===== config.mk =====
export PLATFORM = sky130hd
export DESIGN_NAME = hdmi_src_switch_ctrl
export DESIGN_NICKNAME = d
export VERILOG_FILES = /design/src/rtl/hdmi_ctrl_pkg.sv /design/src/rtl/hdmi_sync_bit.sv /design/src/rtl/hdmi_src_switch_ctrl.sv
export SDC_FILE = /design/constraint.sdc
export NUM_CORES = 1
export LEC_CHECK = 0
export ABC_AREA = 1
export CAP_MARGIN = 0
export CORE_UTILIZATION = 57
export CTS_BUF_LIST = sky130_fd_sc_hd__clkbuf_2
export CTS_CLUSTER_SIZE = 28
export DETAILED_ROUTE_END_ITERATION = 12
export HOLD_SLACK_MARGIN = 0.02
export PLACE_DENSITY = 0.75
export SKIP_CTS_REPAIR_TIMING = 1
export SYNTH_ARGS = -nofsm -noshare
export SYNTH_HDL_FRONTEND = slang
export SYNTH_SLANG_ARGS = --single-unit

===== constraint.sdc =====
create_clock -name clk -period 5 [get_ports clk]
set_clock_uncertainty 0.15 [all_clocks]
set_input_delay 1 -clock clk [delete_from_list [all_inputs] [get_ports clk]]
set_output_delay 1 -clock clk [all_outputs]
set_load 0.1 [all_outputs]

===== src/rtl/hdmi_ctrl_pkg.sv =====
// Shared definitions for the HDMI source-switch sequencer: state encoding and
// default timing constants reused by the PLL wrapper and the bench.
package hdmi_ctrl_pkg;

    typedef enum logic [2:0] {
        ST_RUN,
        ST_MUTE,
        ST_PLL_RST,
        ST_WAIT_LOCK,
        ST_WAIT_VS,
        ST_FAIL
    } ctrl_state_t;

    localparam int unsigned DEF_SYNC_STAGES  = 2;
    localparam int unsigned DEF_RST_CYC      = 16;
    localparam int unsigned DEF_LOCK_STABLE  = 1024;
    localparam int unsigned DEF_LOCK_TIMEOUT = 1048576;
    localparam int unsigned DEF_MAX_RETRY    = 3;
    localparam int unsigned DEF_VS_SETTLE    = 2;

    // Width of a counter that must reach n-1; never narrower than one bit.
    function automatic int unsigned cnt_w(input int unsigned n);
        return (n > 1) ? $clog2(n) : 1;
    endfunction

endpackage


===== src/rtl/hdmi_sync_bit.sv =====
// Multi-flop synchroniser for one asynchronous control bit.
module hdmi_sync_bit #(
    parameter int unsigned STAGES = 2
) (
    input  logic clk,
    input  logic rst,
    input  logic d,
    output logic q
);

    logic [STAGES-1:0] sr;

    always_ff @(posedge clk or posedge rst) begin
        if (rst)
            sr <= '0;
        else
            sr <= {sr[STAGES-2:0], d};
    end

    assign q = sr[STAGES-1];

endmodule


===== src/rtl/hdmi_src_switch_ctrl.sv =====
// Sequencer for switching the HDMI source between VGA and FT812: mute, reset
// the HDMI PLL, wait for stable lock and frame sync, then unmute.
module hdmi_src_switch_ctrl
    import hdmi_ctrl_pkg::*;
#(
    parameter int unsigned SYNC_STAGES  = DEF_SYNC_STAGES,
    parameter int unsigned RST_CYC      = DEF_RST_CYC,
    parameter int unsigned LOCK_STABLE  = DEF_LOCK_STABLE,
    parameter int unsigned LOCK_TIMEOUT = DEF_LOCK_TIMEOUT,
    parameter int unsigned MAX_RETRY    = DEF_MAX_RETRY,
    parameter int unsigned VS_SETTLE    = DEF_VS_SETTLE
) (
    input  logic clk,
    input  logic reset,
    input  logic sel_req,
    input  logic pll_locked,
    input  logic vs_in,
    output logic sel_out,
    output logic pll_rst,
    output logic mute,
    output logic busy,
    output logic fail
);

    localparam int unsigned RC_W = cnt_w(RST_CYC);
    localparam int unsigned SB_W = cnt_w(LOCK_STABLE);
    localparam int unsigned TO_W = cnt_w(LOCK_TIMEOUT);
    localparam int unsigned RT_W = cnt_w(MAX_RETRY);
    localparam int unsigned VS_W = cnt_w(VS_SETTLE);

    localparam logic [RC_W-1:0] RC_LAST = RC_W'(RST_CYC - 1);
    localparam logic [SB_W-1:0] SB_LAST = SB_W'(LOCK_STABLE - 1);
    localparam logic [TO_W-1:0] TO_LAST = TO_W'(LOCK_TIMEOUT - 1);
    localparam logic [RT_W-1:0] RT_LAST = RT_W'(MAX_RETRY - 1);
    localparam logic [VS_W-1:0] VS_LAST = VS_W'(VS_SETTLE - 1);

    // Reset asserts asynchronously and is released on a clock edge.
    logic [1:0] rst_sr;
    logic       rst;

    always_ff @(posedge clk or posedge reset) begin
        if (reset)
            rst_sr <= '1;
        else
            rst_sr <= {rst_sr[0], 1'b0};
    end

    assign rst = rst_sr[1];

    logic sreq, slock, svs, svs_d, svs_rise;

    hdmi_sync_bit #(.STAGES(SYNC_STAGES)) u_sync_sel  (.clk(clk), .rst(rst), .d(sel_req),    .q(sreq));
    hdmi_sync_bit #(.STAGES(SYNC_STAGES)) u_sync_lock (.clk(clk), .rst(rst), .d(pll_locked), .q(slock));
    hdmi_sync_bit #(.STAGES(SYNC_STAGES)) u_sync_vs   (.clk(clk), .rst(rst), .d(vs_in),      .q(svs));

    assign svs_rise = svs & ~svs_d;

    ctrl_state_t     state, state_n;
    logic            sel_n, pll_rst_n, mute_n, busy_n, fail_n;
    logic [RC_W-1:0] rst_cnt, rst_cnt_n;
    logic [SB_W-1:0] stab, stab_n;
    logic [TO_W-1:0] tmo, tmo_n;
    logic [RT_W-1:0] retry, retry_n;
    logic [VS_W-1:0] vs_cnt, vs_cnt_n;
    logic            sel_chg;

    assign sel_chg = (sreq != sel_out);

    always_ff @(posedge clk or posedge rst) begin
        if (rst) begin
            state   <= ST_MUTE;
            sel_out <= 1'b0;
            pll_rst <= 1'b1;
            mute    <= 1'b1;
            busy    <= 1'b1;
            fail    <= 1'b0;
            rst_cnt <= '0;
            stab    <= '0;
            tmo     <= '0;
            retry   <= '0;
            vs_cnt  <= '0;
            svs_d   <= 1'b0;
        end else begin
            state   <= state_n;
            sel_out <= sel_n;
            pll_rst <= pll_rst_n;
            mute    <= mute_n;
            busy    <= busy_n;
            fail    <= fail_n;
            rst_cnt <= rst_cnt_n;
            stab    <= stab_n;
            tmo     <= tmo_n;
            retry   <= retry_n;
            vs_cnt  <= vs_cnt_n;
            svs_d   <= svs;
        end
    end

    // Outputs are computed one state ahead so they change on the same edge as the state.
    always_comb begin
        state_n   = state;
        sel_n     = sel_out;
        pll_rst_n = pll_rst;
        mute_n    = mute;
        busy_n    = busy;
        fail_n    = fail;
        rst_cnt_n = rst_cnt;
        stab_n    = stab;
        tmo_n     = tmo;
        retry_n   = retry;
        vs_cnt_n  = vs_cnt;

        unique case (state)
            ST_MUTE: begin
                state_n   = ST_PLL_RST;
                sel_n     = sreq;
                pll_rst_n = 1'b1;
                retry_n   = '0;
                rst_cnt_n = '0;
            end
            ST_PLL_RST: begin
                if (sel_chg) begin
                    state_n = ST_MUTE;
                end else if (rst_cnt == RC_LAST) begin
                    state_n   = ST_WAIT_LOCK;
                    pll_rst_n = 1'b0;
                    stab_n    = '0;
                    tmo_n     = '0;
                end else begin
                    rst_cnt_n = rst_cnt + 1'b1;
                end
            end
            ST_WAIT_LOCK: begin
                if (sel_chg) begin
                    state_n = ST_MUTE;
                end else if (tmo == TO_LAST) begin
                    if (retry == RT_LAST) begin
                        state_n = ST_FAIL;
                        fail_n  = 1'b1;
                    end else begin
                        state_n   = ST_PLL_RST;
                        retry_n   = retry + 1'b1;
                        pll_rst_n = 1'b1;
                        rst_cnt_n = '0;
                    end
                end else if (slock && stab == SB_LAST) begin
                    state_n  = ST_WAIT_VS;
                    vs_cnt_n = '0;
                end else begin
                    tmo_n  = tmo + 1'b1;
                    stab_n = slock ? stab + 1'b1 : '0;
                end
            end
            ST_WAIT_VS: begin
                if (sel_chg || !slock) begin
                    state_n = ST_MUTE;
                end else if (svs_rise) begin
                    if (vs_cnt == VS_LAST) begin
                        state_n = ST_RUN;
                        mute_n  = 1'b0;
                        busy_n  = 1'b0;
                    end else begin
                        vs_cnt_n = vs_cnt + 1'b1;
                    end
                end
            end
            ST_RUN: begin
                if (sel_chg || !slock)
                    state_n = ST_MUTE;
            end
            ST_FAIL: begin
                pll_rst_n = 1'b0;
                if (sel_chg)
                    state_n = ST_MUTE;
            end
            default: state_n = ST_MUTE;
        endcase

        if (state_n == ST_MUTE) begin
            mute_n = 1'b1;
            busy_n = 1'b1;
            fail_n = 1'b0;
        end
    end

endmodule


==> impl_metrics.py, run 1 <==
metrics = {
    "outcome": {
        "status": "complete, no violations",
    },
    "placement": {
        "gp_congestion": 0.891,
        "place_hpwl_um": 4000,
        "place_ws_ns": 2.21,
        "placed_cells": 436,
        "port_buffers": 9,
    },
    "final_layout": {
        "area_growth_pct": 6.18,
        "final_cells": 443,
        "mostFrequentLayoutCell": "nand2_1",
        "nets": 385,
        "drive_above_1_share_pct": 11.7,
        "final_cell_mix": "86 x nand2_1, 48 x nor2_1, 48 x dfrtp_1, 30 x inv_1, 22 x a21oi_1",
        "antenna_cells": 0,
    },
    "die": {
        "die_h_um": 73.8,
        "initial_utilization_pct": 60.6,
        "fp.coreArea_sq_um": 4850,
        "boundaryPins": 10,
        "die-area_sq_um": 5440,
        "die_x_um": 73.8,
        "rows": 25,
    },
    "setup_path": {
        "crit_type": "register to output port",
        "crit_arrival_ns": 2.16,
        "cp_max_fo": 3,
        "required_ns": 3.85,
        "critPathBufInv": 1,
        "endpoint_kind": "output port",
        "crit_path_max_incr_delay_ns": 1.13,
        "path_cells": "clkdlybuf4s50_1",
        "cp_slowest_cell": "clkdlybuf4s50_1",
        "worst_setup_path_start_kind": "register",
        "rrSetupSlack_ns": 2.48,
        "critPathTopFamily": "buffers and inverters",
    },
    "yosys": {
        "syn-instance-count": 368,
        "yosysTopAreaCellShare_pct": 40.9,
        "yosysWarnings": 0,
        "synth.area.top_cells": "dfrtp_1 41%, nand2_1 11%, nor2_1 6.1%",
        "syn_nets": 377,
        "synthFlopType": "dfrtp_1",
        "ys_types": 39,
        "yosys.area.top_type": "dfrtp_1",
        "synthArstFlopShare_pct": 100,
        "avgSynthCellArea_sq_um": 7.98,
        "ys_seq_elements": 53,
        "yosysSeqAreaShare_pct": 45.4,
        "synth_edf_count": 0,
        "syn_area_sq_um": 2940,
    },
    "power_and_ir_drop": {
        "p_leak_nw": 1.35,
        "power.density_nw_per_um2": 382,
        "irDropWorstVdd_uv": 183,
    },
    "global_route": {
        "grt_max_degree": 52,
        "grt_overflow": 0,
        "grt_usage_pct": 23.4,
        "grt_pass1_vias": 2162,
        "antenna_found_initial": 0,
        "grt_first_pass_wirelength_um": 9720,
    },
    "clocking": {
        "cts_buffers": 5,
        "cts_root_buffer": "clkbuf_2",
        "cts_tree": "done",
        "clk_pin_slew_ns": 0.26,
        "clock_latency_ns": 0.43,
        "clockBufferDepth": 2,
        "cts.sinks": 53,
        "h-tree-depth": 2,
    },
    "timing": {
        "fin_crit_ns": 3.31,
        "period_share_pct": 66.1,
        "whs_ns": 0.229,
        "setup_tns_ns": 0,
        "slew-limit-headroom_pct": 30.8,
        "setup_viol": 0,
        "setup_slack_ns": 1.69,
        "maxSlewViolCount": 0,
        "worstMarginPinSlew_ns": 1.04,
        "rsz0062_at_grt": "no",
        "max_freq_mhz": 302,
        "hold_viol_final": 0,
    },
    "detailed_routing": {
        "antenna_left": 0,
        "firstDrtPassIters": 4,
        "vias": 2385,
        "wl_um": 5580,
        "drc": 0,
        "routedWlPerCell_um": 12.6,
        "drtIter0Drc": 216,
        "avgViaCountPerCell": 5.38,
    },
    "min_path": {
        "min_path_type": "register to register",
    },
    "flow_run": {
        "cap_violations": 0,
    },
}
## area by class of cell
cell class | instances | area, sq um
fill | 419 | 1730
sequential | 53 | 1330
clock buffer | 5 | 25.0
multi-input combinational | 269 | 1410
timing repair buffer | 9 | 90.1
inverter | 38 | 143
clock inverter | 2 | 38.8
tap | 67 | 83.8
## worst register-to-register path: stages, from the launching register on
cell	delay (ns)
dfrtp_1	0.51
inv_2	0.06
nand2_2	0.10
inv_2	0.07
nand2_4	0.13
inv_2	0.17
nand2_2	0.15
nand3_4	0.30
inv_2	0.45
nand2_1	0.14
xor2_1	0.17
nor2_1	0.09
## synthesized netlist by cell type, types with 3 or more instances
master / instances
nand2_1: 86
a21oi_1: 22
inv_1: 31
nand3b_1: 4
nand3_1: 21
nor2_1: 48
o31ai_1: 9
xnor2_1: 4
buf_2: 3
ha_1: 4
nor3_1: 4
nand2_2: 7
o21ai_0: 16
dfrtp_1: 48
nor2_2: 6
dfstp_2: 5
inv_2: 7
xor2_1: 5
nand4_1: 12
## per-layer routing
layer	track usage (%)	vias to the layer above	wire, um
met5	0	-	0
met4	8.12	0	59
met3	4.12	5	171
met2	37.0	37	2540
met1	32.5	1119	2810
li1	-	1224	-
## state kept, by name, summed over array words and instances (netlist names)
register and cells:
rst_cnt 4, u_sync_lock.sr 2, pll_rst 1, u_sync_sel.sr 2
u_sync_vs.sr 2, sel_out 1, stab 10, retry 2
svs_d 1, vs_cnt 1, fail 1, rst_sr 2
state 3, busy 1, tmo 20
## worst paths after layout
| path | cells past startpoint | end | startpoint |
|---|---|---|---|
| setup / recovery | 1 | mute | busy |
| hold / removal | 0 | rst_sr[1] | rst_sr[0] |
| setup reg to reg | 11 | stab[4] | state[2] |
| hold reg to reg | 0 | rst_sr[1] | rst_sr[0] |
| max in group asynchronous | 1 | u_sync_sel.sr[0] | rst_sr[1] |
| min in group asynchronous | 1 | tmo[5] | rst_sr[1] |
## cell families (layout without fill, tap and decap cells)
| logic type | Yosys count | in the layout | synth area share (%) |
|---|---|---|---|
| other | 1 | 1 | 0.128 |
| multiplexers | 1 | 1 | 0.383 |
| flip-flops | 53 | 53 | 45.4 |
| XOR/XNOR | 10 | 10 | 3.24 |
| AO/OA/AOI/OAI | 55 | 55 | 10.6 |
| buffers and inverters | 46 | 54 | 6.77 |
| AND/OR/NAND/NOR | 198 | 198 | 31.8 |
| adder cells (fa/ha/maj) | 4 | 4 | 1.70 |
## report_power, final
| part | internal (mW) | switching [mW] |
|---|---|---|
| Sequential | 0.481 | 0.0429 |
| Clock | 0.0839 | 0.137 |
| Combinational | 0.124 | 0.323 |
## stage by stage
stage / util [%] / power (mW) / cell area, sq um
after CTS: 64.3 / 1.20 / 3120
after global placement: 63.0 / 0.969 / 3060
final: 64.3 / 1.19 / 3120
after global routing: 64.3 / 1.27 / 3120
after detailed placement: 63.0 / 0.979 / 3060
after floorplan: - / 0.897 / 2940
Note: power is estimated with default switching activity, not from simulation.
==> run 2: changes to the inputs <==
Settings changed: PLACE_DENSITY 0.75 to 0.78.
Clock period 5 ns to 2.85 ns, I/O delays scaled along.
==> run 2 against run 1 <==
  * Largest cell class unchanged
  * Sequential cell count stayed put
  * Critical endpoint is now stab[4]
  * Die area stayed put
  * Core utilization is 0.15 points lower
  * Largest power group unchanged
  * Global-route usage is 0.79 points higher
  * Highest routed layer unchanged
  * Total power is 72% higher
==> impl_metrics.py, run 2 (same netlist as run 1, synthesis figures left out) <==
metrics = {
    "setup_path": {
        "worst_setup_path_start_kind": "register",
        "crit_type": "register to register",
        "endpoint_kind": "register",
        "cp_max_fo": 23,
        "crit_arrival_ns": 2.54,
        "path_common_cell": "inv_2",
        "required_ns": 3.10,
        "critPathBufInv": 4,
        "critPathTopFamily": "simple AND/OR/NAND/NOR gates",
        "path_cells": "inv_2 > nand2_2 > inv_2 > nand2_4 > inv_2 > nand3_2 > nand3_4 > inv_2 > nand2_1 > xor2_1 > nor2_1",
        "crit_path_max_incr_delay_ns": 0.53,
        "cp_slowest_cell": "dfrtp_1",
    },
    "power_and_ir_drop": {
        "power.total_mw": 2.05,
        "p_sw_share_pct": 44.3,
        "p_leak_nw": 1.36,
        "power.density_nw_per_um2": 659,
        "seq_power_share_pct": 45.0,
        "irDropWorstVdd_uv": 361,
        "switchingPower_mw": 0.909,
        "internal_power_mw": 1.14,
        "p_clk_share_pct": 16.7,
        "pwr-share-comb_pct": 38.3,
    },
    "detailed_routing": {
        "drc": 0,
        "drtIter0Drc": 195,
        "antenna_left": 0,
        "wl_um": 5750,
        "routedWlPerCell_um": 12.9,
        "vias": 2428,
        "avgViaCountPerCell": 5.44,
        "firstDrtPassIters": 5,
    },
    "global_route": {
        "antenna_found_initial": 0,
        "grt_overflow": 0,
        "grt_max_degree": 51,
        "grt_pass1_vias": 2272,
        "grt_usage_pct": 24.2,
        "grt_first_pass_wirelength_um": 10000,
    },
    "placement": {
        "gp_congestion": 0.988,
        "place_hpwl_um": 4270,
        "port_buffers": 9,
        "placed_cells": 438,
    },
    "timing": {
        "slew-limit-headroom_pct": 33.8,
        "rsz0062_at_grt": "no",
        "hold_viol_final": 0,
        "setup_viol": 0,
        "setup_tns_ns": 0,
        "period_share_pct": 80.4,
        "maxSlewViolCount": 0,
        "max_freq_mhz": 436,
        "worstMarginPinSlew_ns": 0.991,
        "whs_ns": 0.201,
        "fin_crit_ns": 2.29,
    },
    "die": {
        "initial_utilization_pct": 60.6,
        "die-area_sq_um": 5440,
        "die_x_um": 73.8,
        "boundaryPins": 10,
        "rows": 25,
        "die_h_um": 73.8,
        "fp.coreArea_sq_um": 4850,
    },
    "final_layout": {
        "mostFrequentLayoutCell": "nand2_1",
        "largest_reg_flops": 20,
        "drive_above_1_share_pct": 13.7,
        "seq_area_sq_um": 1330,
        "antenna_cells": 0,
        "nets": 387,
        "final_cell_mix": "86 x nand2_1, 48 x nor2_1, 48 x dfrtp_1, 30 x inv_1, 22 x a21oi_1",
        "area_growth_pct": 5.92,
        "multiInputGateArea_sq_um": 1410,
        "final_cells": 446,
        "nFillCells": 449,
        "regMostFlops": "tmo",
        "top_regs": "tmo: 20 flops, stab: 10 flops, rst_cnt: 4 flops",
    },
    "outcome": {
        "status": "complete, no violations",
    },
    "clocking": {
        "h-tree-depth": 2,
        "clockBufferDepth": 2,
        "cts_tree": "done",
        "cts_buffers": 5,
        "cts.sinks": 53,
        "clk_pin_slew_ns": 0.30,
        "cts_root_buffer": "clkbuf_2",
        "clock_latency_ns": 0.46,
    },
    "min_path": {
        "min_path_type": "input pin to async pin",
    },
    "flow_run": {
        "cap_violations": 0,
    },
}
[run 2: cell count changes in the layout (fill, tap and decap cells not counted), sizes merged]
cell and change:
clkdlybuf4s50 -5, bufinv -1, buf +7, inv +2
[run 2: layout make-up]
cell class	count	area share [%]
multi-input cells	269	45.2
flip-flops and latches	53	42.8
clock inverters	3	0.925
inverters	38	4.58
clock buffers	5	0.804
well taps	67	2.69
repair buffers	11	2.98
[run 2: power by group through the flow]
stage	registers (mW)	logic, mW	clock network (mW)
finish	0.922	0.786	0.342
global placement	0.930	0.768	0
detailed placement	0.935	0.784	0
global route	0.936	0.879	0.393
CTS	0.922	0.788	0.351
floorplan	1.02	0.558	0
[run 2: path summary, 6_finish.rpt]
| kind | start | to | slack (ns) | cells after the start |
|---|---|---|---|---|
| worst max-delay path | state[2] | stab[4] | 0.56 | 11 |
| worst max register to register | state[2] | stab[4] | 0.56 | 11 |
| min in group clk | rst_sr[0] | rst_sr[1] | 0.23 | 0 |
| worst min register to register | rst_sr[0] | rst_sr[1] | 0.23 | 0 |
| worst min-delay path | reset | rst_sr[0] | 0.20 | 2 |
| max in group asynchronous | rst_sr[1] | state[0] | 1.51 | 2 |
[run 2: stage by stage]
stage / util (%) / setup WS (ns) / instance area, sq um
finish: 64.2 / 0.558 / 3110
global route: 64.2 / 0.379 / 3110
CTS: 64.2 / 0.560 / 3110
detailed placement: 63.1 / 0.634 / 3060
global placement: 63.1 / 0.712 / 3060
floorplan: - / 0.496 / 2940
[run 2: per-layer routing]
metal	part of all wire [%]	GRT usage (%)	wire length, um
met1	48	32.9	2750
met2	47	38.2	2690
met3	3.9	4.80	226
met4	1.3	9.40	74
met5	0	0	0
[run 2: worst register-to-register path, stage by stage, from the launching register on]
cell,delay (ns)
dfrtp_1,0.53
inv_2,0.06
nand2_2,0.09
inv_2,0.06
nand2_4,0.12
inv_2,0.17
nand3_2,0.16
nand3_4,0.15
inv_2,0.33
nand2_1,0.14
xor2_1,0.16
nor2_1,0.11
